[config.mk]
export PLATFORM = sky130hd
export DESIGN_NAME = mult_div_unit
export DESIGN_NICKNAME = d
export VERILOG_FILES = /design/src/rtl/mult_div_unit.sv
export SDC_FILE = /design/constraint.sdc
export NUM_CORES = 1
export LEC_CHECK = 0
export CAP_MARGIN = 20
export CORE_MARGIN = 2
export CORE_UTILIZATION = 45
export DETAILED_ROUTE_END_ITERATION = 7
export GPL_ROUTABILITY_DRIVEN = 0
export PLACE_DENSITY = 0.74
export SYNTH_ARGS = -nofsm -noshare
export SYNTH_HDL_FRONTEND = slang
export SYNTH_SLANG_ARGS = --single-unit
[constraint.sdc]
create_clock -name clk -period 13.3 [get_ports clk]
set_input_delay 2.66 -clock clk [delete_from_list [all_inputs] [get_ports clk]]
set_output_delay 2.66 -clock clk [all_outputs]
set_load 0.005 [all_outputs]
[src/rtl/mult_div_unit.sv]
// rtl/mult_div_unit.sv - iterative radix-2 multiply/divide unit with HI/LO registers
// Signed operands are reduced to magnitudes up front; signs are reapplied in FIXUP.
module mult_div_unit #(
  parameter int N_BITS = 32
) (
  input  logic              clk,
  input  logic              reset,
  input  logic              start_i,
  input  logic [1:0]        op_i,
  input  logic [N_BITS-1:0] rs_data_i,
  input  logic [N_BITS-1:0] rt_data_i,
  input  logic              mthi_i,
  input  logic              mtlo_i,
  input  logic [N_BITS-1:0] wr_data_i,
  output logic              busy_o,
  output logic              done_o,
  output logic [N_BITS-1:0] hi_o,
  output logic [N_BITS-1:0] lo_o
);

  localparam int CW = (N_BITS > 1) ? $clog2(N_BITS) : 1;
  localparam logic [CW-1:0] LAST = CW'(N_BITS - 1);

  localparam logic [1:0] IDLE  = 2'd0;
  localparam logic [1:0] CALC  = 2'd1;
  localparam logic [1:0] FIXUP = 2'd2;
  localparam logic [1:0] DONE  = 2'd3;

  logic [1:0]          state;
  logic [CW-1:0]       counter;
  logic                is_div;
  logic                res_neg;
  logic                rem_neg;
  logic [N_BITS-1:0]   opb;
  logic [2*N_BITS-1:0] acc;
  logic [N_BITS-1:0]   rem;

  logic                rs_neg, rt_neg;
  logic [N_BITS-1:0]   rs_mag, rt_mag;
  logic [N_BITS:0]     mul_sum;
  logic [N_BITS:0]     rem_shift, rem_diff;
  logic [2*N_BITS-1:0] prod_fix;
  logic [N_BITS-1:0]   quo_fix, rem_fix;

  // op_i[0] set means unsigned, op_i[1] set means divide
  assign rs_neg = !op_i[0] && rs_data_i[N_BITS-1];
  assign rt_neg = !op_i[0] && rt_data_i[N_BITS-1];
  assign rs_mag = rs_neg ? -rs_data_i : rs_data_i;
  assign rt_mag = rt_neg ? -rt_data_i : rt_data_i;

  assign mul_sum   = {1'b0, acc[2*N_BITS-1:N_BITS]} + (acc[0] ? {1'b0, opb} : '0);
  assign rem_shift = {rem, acc[N_BITS-1]};
  assign rem_diff  = rem_shift - {1'b0, opb};

  assign prod_fix = res_neg ? -acc : acc;
  assign quo_fix  = res_neg ? -acc[N_BITS-1:0] : acc[N_BITS-1:0];
  assign rem_fix  = rem_neg ? -rem : rem;

  always_ff @(posedge clk or posedge reset) begin
    if (reset) begin
      state   <= IDLE;
      counter <= '0;
      is_div  <= 1'b0;
      res_neg <= 1'b0;
      rem_neg <= 1'b0;
      opb     <= '0;
      acc     <= '0;
      rem     <= '0;
      busy_o  <= 1'b0;
      done_o  <= 1'b0;
      hi_o    <= '0;
      lo_o    <= '0;
    end else begin
      done_o <= 1'b0;
      case (state)
        IDLE, DONE: begin
          if (start_i) begin
            state   <= CALC;
            busy_o  <= 1'b1;
            counter <= '0;
            is_div  <= op_i[1];
            // Divide by zero keeps the all-ones quotient unsigned
            res_neg <= (rs_neg ^ rt_neg) && !(op_i[1] && rt_data_i == '0);
            rem_neg <= rs_neg;
            acc     <= {{N_BITS{1'b0}}, (op_i[1] ? rs_mag : rt_mag)};
            opb     <= op_i[1] ? rt_mag : rs_mag;
            rem     <= '0;
          end else begin
            state <= IDLE;
            if (mthi_i) hi_o <= wr_data_i;
            if (mtlo_i) lo_o <= wr_data_i;
          end
        end
        CALC: begin
          if (is_div) begin
            if (!rem_diff[N_BITS]) begin
              rem <= rem_diff[N_BITS-1:0];
              acc <= {acc[2*N_BITS-1:N_BITS], acc[N_BITS-2:0], 1'b1};
            end else begin
              rem <= rem_shift[N_BITS-1:0];
              acc <= {acc[2*N_BITS-1:N_BITS], acc[N_BITS-2:0], 1'b0};
            end
          end else begin
            acc <= {mul_sum, acc[N_BITS-1:1]};
          end
          counter <= counter + 1'b1;
          if (counter == LAST) state <= FIXUP;
        end
        FIXUP: begin
          if (is_div) begin
            hi_o <= rem_fix;
            lo_o <= quo_fix;
          end else begin
            hi_o <= prod_fix[2*N_BITS-1:N_BITS];
            lo_o <= prod_fix[N_BITS-1:0];
          end
          busy_o <= 1'b0;
          done_o <= 1'b1;
          state  <= DONE;
        end
        default: state <= IDLE;
      endcase
    end
  end

endmodule

==> results.cfg <==
[status]
status = finished, final reports clean

[global_routing]
antenna_found_initial = 0
grt.overflow.total = 0
grt_pass1_wl_um = 82700
grt_max_degree = 130
grtUsageTotal = 0.269
grt_pass1_vias = 14900

[drt]
first_pass_iters = 6
routedWlPerCell_um = 19.6
routed_via_density = 6.04
drt_iter0_markers = 1697
wirelength_um = 52800
via_count = 16200
drc_errors = 0
postRouteAntennaNets = 0

[sta]
rsz0062_at_grt = false
drv_slew = 0
fmax_mhz = 176
skew_ns = 0.0115
worstMarginPinSlew_ns = 1.08
hold_viol = 0
setup_violations = 0
fin_tns_setup_ns = 0
period_minus_slack_ns = 5.69
period_share = 0.428
maxSlewHeadroom = 0.279

[synth]
syn_nets = 2303
synthTopCellsByArea = dfrtp_1 (31%), o21ai_0 (7.7%), a21oi_1 (5.9%)
synth_top_area_frac = 0.306
synth_top_flop_cell = dfrtp_1
yosysMostFrequentCell = o21ai_0
yosys_warnings = 0
syn_inst = 2125
synth.distinct_cells = 68
ys_seq_elements = 204
syn_area_um2 = 16700
synth_fa_ha_area_frac = 0.0571
synthMuxAreaShare = 0.0455
synth_xor_area_frac = 0.102
synth_commonest_cells = o21ai_0 (258), nand2_1 (252), dfrtp_1 (204)
synth_compound_area_frac = 0.251
synth.avg_cell_area_um2 = 7.86
synth_edf_count = 0
synth_top_family_by_area = compound AO/OA/AOI/OAI gates
synthArstFlopShare = 1.00
synthSimpleGateAreaFrac = 0.194
synth_top_area_cell = dfrtp_1
synth.yosys.seq_area_share = 0.306

[pwr]
combPwrFrac = 0.567
ir_drop_v = 0.0000936
intPower_uw = 2250
clkPwrFrac = 0.154
seq_power_share = 0.279
leakage_uw = 0.00832
swShare = 0.474
power_density_nw_per_um2 = 220
p_switching_uw = 2020

[clocking]
cts_hold_buf = 0
clock-root-buffer = clkbuf_16
clk_latency_ns = 0.52
ctsResizeCount = 0
postCtsSetupBuffers = 0
path_clk_slew_ns = 0.06
cts_tree = yes
clock-sinks = 204
h-tree-depth = 1
cts_inserted_buffers = 23
ctsLongestPathBuffers = 3

[critical_path]
cp-start-kind = primary input
rr_worst_depth = 13
crit_type = in2reg
cp_data_arrival_time_ns = 6.10
required_ns = 13.71
end_kind = flip-flop
worstPathMaxFanout = 6

[floorplanning]
core_region_area_um2 = 36600
ios = 169
rows = 70
die_w_um = 197
die_area_um2 = 38700
initial_utilization = 0.456
die_y_um = 197

[layout]
layout.cells.non_filler = 2688
fin_util = 0.531
drive_gt1_frac = 0.0500
nNetsFinal = 2381
n_antenna_cell = 0
area_growth_pct = 16.5

[place]
dp_cells = 2644
port_buffers = 168
hpwl_um = 40900

[min_path]
hold_depth = 2
hold_class = reg2reg

[job]
maxCapViolCount = 0
==> cells in the final DEF, fill, tap and decap left out, types with 8 or more instances in the layout <==
cell             synthesis  final
or2_2                    8      8
o31ai_1                 43     43
nand4_1                 11     11
o21ai_0                258    257
a21oi_1                196    196
inv_1                   64     63
xor2_1                  93     93
clkdlybuf4s50_1          0    167
a31oi_1                 14     14
a21o_1                  34     34
and2_1                  13     13
and3_1                  10     10
nor2_1                 181    181
a211oi_1                30     30
xnor2_1                101    100
nor3b_1                 17     17
nor2b_1                 20     20
nor4_1                  16     16
nor3_1                  39     39
nand3_1                 35     35
mux2_2                  23     23
o311ai_0                 8      8
clkbuf_16                0     23
nand2_1                252    251
or3_1                   24     24
dfrtp_1                204    202
o41ai_1                 16     16
nand2b_1                24     24
mux2i_1                 50     50
buf_4                    0     15
ha_1                    73     71
or4_1                   15     15
o211ai_1                15     15
==> power by group through the flow <==
stage	combinational [uW]	clock, uW	sequential (uW)
after CTS	2370	660	1190
after detailed placement	2360	0	1200
after global placement	2300	0	1180
after global routing	2680	685	1220
after floorplan	1700	0	1060
final	2430	658	1190
==> critical path, cell delays in order <==
cell,delay (ns)
clkdlybuf4s50_1,0.47
nor4_1,0.88
nand4_1,0.48
nor4_1,0.62
and2_1,0.25
a21oi_1,0.09
xor2_1,0.17
or2_2,0.28
a22o_1,0.18
==> final timing paths <==
path	slack, ns	endpoint	startpoint
max	7.61	opb[30]	rt_data_i[3]
min	0.48	hi_o[18]	hi_o[18]
max reg2reg	9.01	acc[62]	acc[0]
min reg2reg	0.48	hi_o[18]	hi_o[18]
max in group asynchronous	9.07	rem[31]	reset
min in group asynchronous	2.72	lo_o[15]	reset
==> cell families (layout without fill, tap and decap cells) <==
| group | count (synthesis) | count (layout) |
|---|---|---|
| AO/OA/AOI/OAI | 696 | 696 |
| AND/OR/NAND/NOR | 687 | 687 |
| flip-flops | 204 | 204 |
| buffers and inverters | 196 | 291 |
| XOR/XNOR | 194 | 194 |
| adder cells (fa/ha/maj) | 75 | 75 |
| multiplexers | 73 | 73 |
==> through the flow <==
step	area, um2	total power, uW	worst slack, ns	hold WS, ns
finish	19500	4270	7.61	0.477
global route	19500	4590	7.38	0.505
CTS	19400	4220	7.69	0.482
detailed placement	18600	3560	7.18	0.469
global placement	18600	3480	7.17	0.459
floorplan	16700	2760	5.07	0.450
==> routing by layer <==
layer  part of all wire  global-route usage
met5                  0                   0
met2               0.44               0.415
met1               0.43               0.377
met3              0.084              0.0371
met4              0.046               0.116
==> flip-flops by register name, indices dropped and copies added, names as in the netlist, 2 cells and up <==
signal   cells
opb         32
rem         32
lo_o        32
counter      5
hi_o        32
acc         64
state        2
==> final cells by class <==
class,instances,area [um2]
Sequential cell,204,5110
Inverter,64,248
Fill cell,3368,17200
Multi-Input combinational cell,1725,10900
Clock buffer,32,639
Clock inverter,10,133
Tap cell,468,586
Timing Repair Buffer,185,1840
(Power assumes the default switching activity.)
